File: config.mk
export PLATFORM = sky130hd
export DESIGN_NAME = beta_irq_ctrl
export DESIGN_NICKNAME = d
export VERILOG_FILES = /design/src/rtl/beta_irq_ctrl.sv
export SDC_FILE = /design/constraint.sdc
export NUM_CORES = 1
export LEC_CHECK = 0
export CELL_PAD_IN_SITES_DETAIL_PLACEMENT = 1
export CELL_PAD_IN_SITES_GLOBAL_PLACEMENT = 1
export CORE_AREA = 2 2 76 78
export DETAILED_ROUTE_END_ITERATION = 12
export DIE_AREA = 0 0 78 80
export PLACE_DENSITY = 0.79
export SYNTH_ARGS = -nofsm -noshare
export SYNTH_HDL_FRONTEND = slang
export SYNTH_SLANG_ARGS = --single-unit
export TNS_END_PERCENT = 10
File: constraint.sdc
create_clock -name clk -period 1.8 [get_ports clk]
set_clock_uncertainty 0.1 [all_clocks]
set_input_delay 0.18 -clock clk [delete_from_list [all_inputs] [get_ports clk]]
set_output_delay 0.18 -clock clk [all_outputs]
set_load 0.01 [all_outputs]
File: src/rtl/beta_irq_ctrl.sv
// beta_irq_ctrl: edge-captured priority interrupt controller driving the Beta IRQ input.
// Define IRQ_MASK_EN to add a software-writable source mask (mask_we/mask_wd).
module beta_irq_ctrl #(
  parameter int          NSRC        = 8,
  parameter logic [31:0] XADR        = 32'h80000008,
  parameter int          ACK_TIMEOUT = 64
) (
  input  logic            clk,
  input  logic            RESET_N,
  input  logic [NSRC-1:0] src,
  input  logic [31:0]     IAdr,
  input  logic            eoi,
`ifdef IRQ_MASK_EN
  input  logic            mask_we,
  input  logic [NSRC-1:0] mask_wd,
`endif
  output logic            IRQ,
  output logic [2:0]      irq_id,
  output logic            irq_active,
  output logic [NSRC-1:0] pending
);
  localparam int CW = $clog2(ACK_TIMEOUT + 1);
  typedef enum logic [1:0] {IDLE, REQ, SERVICE} state_t;
  state_t          state, state_nxt;
  logic [NSRC-1:0] src_q, mask, elig, clr, pending_nxt;
  logic [CW-1:0]   cnt, cnt_inc, cnt_nxt;
  logic [2:0]      win, id_nxt;
  logic            irq_nxt, active_nxt, acc;
`ifdef IRQ_MASK_EN
  always_ff @(posedge clk or negedge RESET_N)
    if (!RESET_N) mask <= '1;
    else if (mask_we) mask <= mask_wd;
`else
  assign mask = '1;
`endif
  assign elig = pending & mask;
  // Descending scan so the lowest eligible index is the last one written.
  always_comb begin
    win = '0;
    for (int i = NSRC - 1; i >= 0; i--) if (elig[i]) win = 3'(i);
  end
  assign cnt_inc = (cnt == CW'(ACK_TIMEOUT)) ? cnt : cnt + 1'b1;
  always_comb begin
    state_nxt  = state;
    irq_nxt    = IRQ;
    id_nxt     = irq_id;
    active_nxt = irq_active;
    cnt_nxt    = cnt;
    acc        = 1'b0;
    case (state)
      IDLE: if (|elig) begin
        state_nxt = REQ;
        irq_nxt   = 1'b1;
        id_nxt    = win;
        cnt_nxt   = '0;
      end
      REQ: if (IAdr == XADR) begin
        acc        = 1'b1;
        state_nxt  = SERVICE;
        irq_nxt    = 1'b0;
        active_nxt = 1'b1;
      end else begin
        cnt_nxt = cnt_inc;
        if (cnt_inc == CW'(ACK_TIMEOUT)) begin
          state_nxt = IDLE;
          irq_nxt   = 1'b0;
        end
      end
      SERVICE: if (eoi) begin
        state_nxt  = IDLE;
        active_nxt = 1'b0;
      end
      default: state_nxt = IDLE;
    endcase
  end
  // A fresh edge on the bit being cleared keeps it pending.
  assign clr         = acc ? NSRC'(1) << irq_id : '0;
  assign pending_nxt = (pending & ~clr) | (src & ~src_q);
  always_ff @(posedge clk or negedge RESET_N)
    if (!RESET_N) begin
      state      <= IDLE;
      IRQ        <= 1'b0;
      irq_id     <= '0;
      irq_active <= 1'b0;
      cnt        <= '0;
      pending    <= '0;
      src_q      <= '0;
    end else begin
      state      <= state_nxt;
      IRQ        <= irq_nxt;
      irq_id     <= id_nxt;
      irq_active <= active_nxt;
      cnt        <= cnt_nxt;
      pending    <= pending_nxt;
      src_q      <= src;
    end
endmodule

Word-level counts from Yosys, hierarchy flattened
Index checks and enable logic that the tools add are counted.
{"block": "totals", "regBits": 30, "in_bits": 43, "out_inout_bits": 13, "elab_cells": 60}
{"block": "op_classes", "add_sub_neg": 1, "n_eq_ne": 10, "shift": 1, "mux": 27, "n_bitwise": 5, "reduce_logical": 9}
{"op": "$eq 32x32->1 const B", "count": 1}
{"op": "$mux 3", "count": 8}
{"op": "$mux 7", "count": 3}
{"op": "$and 8x8->8", "count": 2}
{"op": "$not 8->8", "count": 2}
{"op": "$eq 7x7->1 const B", "count": 2}
{"op": "$pmux 7 s2", "count": 1}
{"op": "$reduce_and 3->1", "count": 4}
{"op": "$mux 2", "count": 4}
{"op": "$mux 8", "count": 1}
{"op": "$ne 2x2->1 const B", "count": 4}
{"op": "$or 8x8->8", "count": 1}
{"op": "$reduce_or 8->1", "count": 1}
{"op": "$shl 1x3->8 const A", "count": 1}
{"op": "$add 7x1->7 const B", "count": 1}
{"op": "$mux 1", "count": 7}
{"op": "$pmux 2 s3", "count": 1}
{"op": "$pmux 1 s2", "count": 2}
{"op": "$reduce_bool 2->1", "count": 2}
{"op": "$ne 3x3->1 const B", "count": 1}
{"op": "$eq 2x1->1 const B", "count": 1}
{"op": "$eq 2x2->1 const B", "count": 1}
{"op": "$logic_not 2->1", "count": 1}
{"op": "$reduce_and 2->1", "count": 1}

Depth between registers and ports, before layout
Gate-level depths: netlist of the first run.
{"block": "logic_depth", "word_depth": 8, "depth_mapped": 7, "ltp_nobuf": 7}

Worst setup path after synthesis of the first run
No wires, ideal clock.
{"block": "synth_timing", "path_type": "reg2reg", "from": "register pending[5]", "to": "register cnt[4]", "setup_ns": 0.124, "arrival_time_ns": 1.678, "required_time_ns": 1.576, "slack_ns": -0.102, "stages_incl_launch_ff": 6, "n_path_buf": 0, "synth_period_minus_slack_ns": 1.902, "path_cell_list": "dfrtp_1 -> or4_4 -> o21ai_4 -> inv_2 -> o21a_1 -> a211o_1"}
{"block": "synth_via", "elab_chain_len": 3}
{"item": "start: declaration", "line": "20", "source": "output logic [NSRC-1:0] pending"}
{"item": "start signal: assignment", "line": "94", "source": "pending <= pending_nxt;"}
{"item": "$reduce_or 8->1", "line": "51", "source": "IDLE: if (|elig) begin"}
{"item": "$ne 2x2->1 (no line)"}
{"item": "$reduce_and 3->1 (no line)"}
{"item": "end signal: assignment", "line": "93", "source": "cnt <= cnt_nxt;"}
{"item": "end: declaration", "line": "26", "source": "logic [CW-1:0] cnt, cnt_inc, cnt_nxt;"}
No other way between the ends.
A chain may end at the register's enable or synchronous reset.

Worst setup path after layout of the first run
{"block": "layout_timing", "from": "register pending[5]", "to": "register cnt[0]"}
Same word-level chain as after synthesis.

==> results of run 1 <==
[logic make-up after synthesis]
kind of cell / after synthesis / share of synthesized area, %
compound gates: 48 / 22.65
xor+xnor: 1 / 0.5583
fa+ha+maj: 2 / 1.595
buf+inv: 22 / 5.901
flops: 30 / 47.85
simple gates: 60 / 21.45
[per-stage QoR]
step	util [%]	total power, mW	hold WS [ns]	setup TNS, ns	cell area [um^2]
CTS	48.68	1.439	0.2037	-0.2520	2631
detailed placement	45.23	0.8606	0.3133	-6.490	2445
global placement	45.23	0.8562	0.3043	-5.720	2445
global route	53.45	1.509	0.2148	-1.389	2889
finish	53.45	1.453	0.1772	-0.5022	2889
floorplan	-	0.7318	-0.2156	-0.06640	1569
[state kept, by name (all words and copies together) (netlist names)]
signal	cells
src_q	8
IRQ	1
irq_active	1
cnt	7
state	2
pending	8
irq_id	3
[final cells by class]
class                      instances  area share (%)
clock buffer                       6           2.858
clock inverter                     2          0.4331
inverter                          16           2.079
multi-input combinational        111           34.04
sequential                        30           25.99
tap                               72           3.118
timing repair buffer              92           31.49
[synth_stat cells, drive strengths merged, types with 2 or more instances]
cell type,instances,area share (%)
dfrtp,30,48
ha,2,1.6
nor3,6,1.9
a21oi,8,3.3
buf,4,1.6
clkbuf,2,0.48
or2,3,1.2
and2,3,1.2
nor2b,3,1.2
inv,16,3.8
a22o,2,1.1
o41ai,4,2.2
nor4b,2,1.1
or4,2,1.4
nand2,12,2.9
nand3,3,0.96
nand2b,2,0.80
a21boi,2,0.96
o21ai,10,3.9
nor4,9,3.6
o22ai,3,1.2
nor2,8,1.9
nand4,2,0.80
o2bb2ai,4,2.2
o31ai,4,1.9
[report_power, final]
| group | internal [mW] | switching (mW) | total [mW] |
|---|---|---|---|
| Sequential | 0.688 | 0.0149 | 0.703 |
| Clock | 0.307 | 0.280 | 0.587 |
| Combinational | 0.0998 | 0.0630 | 0.163 |
[per-layer routing]
layer  GRT usage (%)  part of all wire [%]  wire [um]
met2           34.22                    55       3464
met3           3.959                   2.4        151
met5               0                     0          0
met1           20.21                    41       2592
met4           5.789                   2.0        127
[how the worst max path moves through the flow]
| stage | slack (ns) | end | start |
|---|---|---|---|
| after floorplan | -0.07 | cnt[4] | pending[2] |
| after global placement | -0.37 | pending[3] | IAdr[1] |
| after detailed placement | -0.46 | pending[3] | IAdr[1] |
| after CTS | -0.05 | IRQ | cnt[0] |
| after global routing | -0.15 | cnt[1] | cnt[0] |
| final | -0.09 | cnt[0] | pending[5] |
[what timing repair did]
action / 4_1_cts / 5_1_grt
setup endpoints to repair: 17 / 18
gates cloned: 0 / 1
setup buffers: 0 / 3
gates resized for setup: 19 / 48
pin swaps: 8 / 23
endpoints found under the hold margin: 0 / 0
==> metrics.cfg, run 1 <==
[layout]
antennaDiodeCount=0
ff_latch_area_um2=750.7
drive_gt1_share_pct=32.68
fin_cells=329
final_common_cell=clkdlybuf4s50_1
area_delta_synth_final_pct=84.13
nNetsFinal=301
fillers=589
multi_input_area_um2=983.4
layout_common_cells=36 x clkdlybuf4s50_1, 34 x buf_4, 30 x dfrtp_1

[timing]
tightest_slew_ns=0.4696
period_share_pct=105.1
setup_violations=8
maxSlewHeadroom_pct=68.41
final_max_slew_viol_count=0
setup_slack_ns=-0.09267
hold_viol_final=0
rsz0062_at_grt=true
fmax_mhz=528.4
period_minus_slack_ns=1.893

[floorplan]
start_util_pct=29.03
fp-row-count=27
dieArea_mm2=0.006240
die_w_um=78
die_h_um=80
coreArea_mm2=0.005405
ioPinCount=56

[critical_path]
cpPeakStageDelay_ns=0.58
rrSetupSlack_ns=-0.09
path_buf_inv=1
r2r-start=pending[5]
worstPathRequired_ns=1.92
rr_worst_depth=5
cp_cell_sequence=or4_4 > o21ai_4 > inv_2 > a21oi_4 > a22o_1
r2r_end=cnt[0]
arrival_ns=2.02
crit_type=reg -> reg
crit_path_start_kind=flip-flop
cp.depth=5
cp-end-kind=flip-flop
crit_slowest_cell=or4_4
crit_fanout=8
path_delay_family=compound AO/OA/AOI/OAI gates

[pwr]
ir_drop_mv=0.4395
p_leak_nw=1.315
p_per_area_mw_per_mm2=502.9

[synthesis]
synth_edf_count=0
synth.distinct_cells=48
ys_async_sr_fraction_pct=100.0
seq_area_frac_synth_pct=47.85
synth_cells=163
yosysWarnings=0
synth_area_mm2=0.001569
ys.flop_type=dfrtp_1
ys_seq_elements=30
synth_nets=208
syn_avg_cell_area_um2=9.626

[run_status]
violations=setup timing
status=finished, violations left

[global_route]
grt_pass1_wl_mm=8.707
track_usage_pct=18.14
grt-ovfl-total=0
antenna_found_initial=0
grt_pass1_vias=1828
grt_max_degree=31

[clocking]
hold_buffers=0
cts_sinks=30
cts_root_buffer=clkbuf_8
clockBufferDepth=2
htreeDepth=2
cts_tree=done
cts_inserted_buffers=5
cts.clk_slew.worst_paths_ns=0.07
clk_latency_ns=0.29

[flow_run]
max-cap-violations=0

[drt]
vias_per_cell=5.231
drt_iter0_drc=85
drcViolationCount=0
ant_nets=0
post_drt_wl_per_cell_um=19.26
vias=1721
drt-total-wl_mm=6.335
drtPass1Iterations=4

[place]
place.gp.congestion=0.7598
port_buffers=55
place_ws_ns=-0.4612
dpl.hpwl_mm=3.890
dp.cells=318

[hold_path]
worstHoldPathType=in -> async

(Power assumes the default switching activity.)
==> inputs of run 2 (changes only) <==
MAX_ROUTING_LAYER = met4   (was not set)
==> run 2 against run 1 <==
Effect of this change:
- the flow still finishes with violations (setup timing)
- core utilization unchanged
- critical path depth unchanged
- routed wire length up 0.51%
- count of clock-buffer cells in the layout unchanged
- sequential cell count unchanged
- register-to-register slack about the same
- cell count unchanged
- sequential share of layout area unchanged
- sequential power about the same
- via count unchanged
- non-clock buffer count unchanged
- critical path type unchanged
- critical endpoint unchanged
- largest cell class unchanged
==> metrics.cfg, run 2 (synthesis gave the netlist of run 1 again) <==
[pwr]
p_per_area_mw_per_mm2=502.8  ; about the same
power.share.sequential_pct=48.4  ; about the same
p_leak_nw=1.315  ; unchanged
ir_drop_mv=0.4402  ; +0.16%
comb_power_share_pct=11.2  ; about the same
p_int_mw=1.095  ; about the same
p_clk_share_pct=40.4  ; about the same
swShare_pct=24.65  ; about the same
switchingPower_mw=0.3581  ; about the same
power_mw=1.453  ; about the same

[timing]
maxSlewHeadroom_pct=67.24  ; -1.2 points
rsz0062_at_grt=true
setup_tns_ns=-0.5506  ; -0.04837 ns
hold_viol_final=0  ; unchanged
tightest_slew_ns=0.4871  ; +0.01745 ns
setup_violations=9  ; +1
holdWs_ns=0.1752  ; -0.001905 ns
fmax_mhz=526.8  ; -0.29%
period_share_pct=105.5  ; +0.30 points
final_max_slew_viol_count=0  ; unchanged
period_minus_slack_ns=1.898  ; +0.005471 ns
setup_slack_ns=-0.09814  ; -0.005471 ns

[hold_path]
worstHoldPathType=in -> async

[critical_path]
rr_worst_depth=5  ; unchanged
arrival_ns=2.02  ; about the same
cp-end-kind=flip-flop
crit_end=cnt[0]
rrSetupSlack_ns=-0.1  ; about the same
crit_fanout=8  ; unchanged
crit_path_start_kind=flip-flop
worstPathRequired_ns=1.92  ; about the same
r2r_end=cnt[0]
crit_type=reg -> reg
r2r-start=pending[5]
critPathLaunch=pending[5]

[drt]
drt-total-wl_mm=6.367  ; +0.51%
drt_iter0_drc=124  ; +46%
ant_nets=0  ; unchanged
drtPass1Iterations=4  ; unchanged
drcViolationCount=0  ; unchanged
post_drt_wl_per_cell_um=19.35  ; +0.51%
vias=1721  ; unchanged
vias_per_cell=5.231  ; unchanged

[floorplan]
dieArea_mm2=0.006240  ; unchanged
ioPinCount=56  ; unchanged
die_w_um=78  ; unchanged
fp-row-count=27  ; unchanged
die_h_um=80  ; unchanged
coreArea_mm2=0.005405  ; unchanged
start_util_pct=29.03  ; unchanged

[clocking]
cts_sinks=30  ; unchanged
cts_inserted_buffers=5  ; unchanged
cts_root_buffer=clkbuf_8
hold_buffers=0  ; unchanged
cts_tree=done
htreeDepth=2  ; unchanged
clockBufferDepth=2  ; unchanged
cts.clk_slew.worst_paths_ns=0.07  ; about the same
clk_latency_ns=0.29  ; about the same

[layout]
drive_gt1_share_pct=32.68  ; unchanged
final_util_pct=53.45  ; unchanged
largestRegisters=pending: 8 flops, src_q: 8 flops, cnt: 7 flops
area_delta_synth_final_pct=84.13  ; unchanged
final_common_cell=clkdlybuf4s50_1
layout_common_cells=36 x clkdlybuf4s50_1, 34 x buf_4, 30 x dfrtp_1
fillers=589  ; unchanged
nNetsFinal=301  ; unchanged
antennaDiodeCount=0  ; unchanged

[global_route]
grt_max_degree=31  ; unchanged
track_usage_pct=18.61  ; +0.47 points
grt-ovfl-total=0  ; unchanged
antenna_found_initial=0  ; unchanged
grt_pass1_wl_mm=8.687  ; -0.23%
grt_pass1_vias=1834  ; +0.33%

[run_status]
violations=setup timing
status=finished, violations left

[place]
dpl.hpwl_mm=3.890  ; unchanged
place_ws_ns=-0.4612  ; unchanged
place.gp.congestion=0.7698  ; +1.3%
port_buffers=55  ; unchanged

[flow_run]
max-cap-violations=0  ; unchanged

## run 2: through the flow
step,cell area (um^2),cells
2_1_floorplan,1569,163
3_3_place_gp,2445,318
3_5_place_dp,2445,318
4_1_cts,2631,326
5_1_grt,2889,329
6_report,2889,329
## run 2: cell type report
| type | count | area, um^2 | share of cell area [%] |
|---|---|---|---|
| Inverter | 16 | 60.06 | 2.079 |
| Sequential cell | 30 | 750.7 | 25.99 |
| Clock buffer | 6 | 82.58 | 2.858 |
| Multi-Input combinational cell | 111 | 983.4 | 34.04 |
| Clock inverter | 2 | 12.51 | 0.4331 |
| Tap cell | 72 | 90.09 | 3.118 |
| Timing Repair Buffer | 92 | 909.6 | 31.49 |
## run 2: worst min path at each step
stage | start | to | cells past startpoint
3_3_place_gp | src_q[1] | pending[1] | 1
2_1_floorplan | RESET_N | IRQ | 0
4_1_cts | RESET_N | src_q[5] | 2
6_report | RESET_N | src_q[6] | 2
3_5_place_dp | src_q[4] | pending[4] | 1
5_1_grt | RESET_N | src_q[6] | 2
## run 2: repair_timing
| action | CTS | global route |
|---|---|---|
| gates resized for setup | 19 | 48 |
| setup buffers | 0 | 3 |
| gates cloned | 0 | 1 |
| endpoints found under the setup margin | 17 | 18 |
| pin swaps | 8 | 23 |
| hold endpoints to repair | 0 | 0 |
## run 2: layer usage
metal / global-route usage [%] / part of all wire (%)
met5: - / 0
met4: 5.789 / 2.1
met3: 3.846 / 2.7
met2: 34.22 / 54
met1: 20.21 / 41
## run 2: power by group through the flow
stage / logic, mW / registers, mW / clock network (mW)
after global placement: 0.145 / 0.711 / 0
final: 0.163 / 0.702 / 0.587
after global routing: 0.175 / 0.703 / 0.637
after detailed placement: 0.149 / 0.711 / 0
after CTS: 0.156 / 0.699 / 0.584
after floorplan: 0.0243 / 0.708 / 0
## run 2: critical path, stage by stage, from the launching register on
cell	delay, ns
dfrtp_1	0.41
or4_4	0.58
o21ai_4	0.19
inv_2	0.08
a21oi_4	0.27
a22o_1	0.20
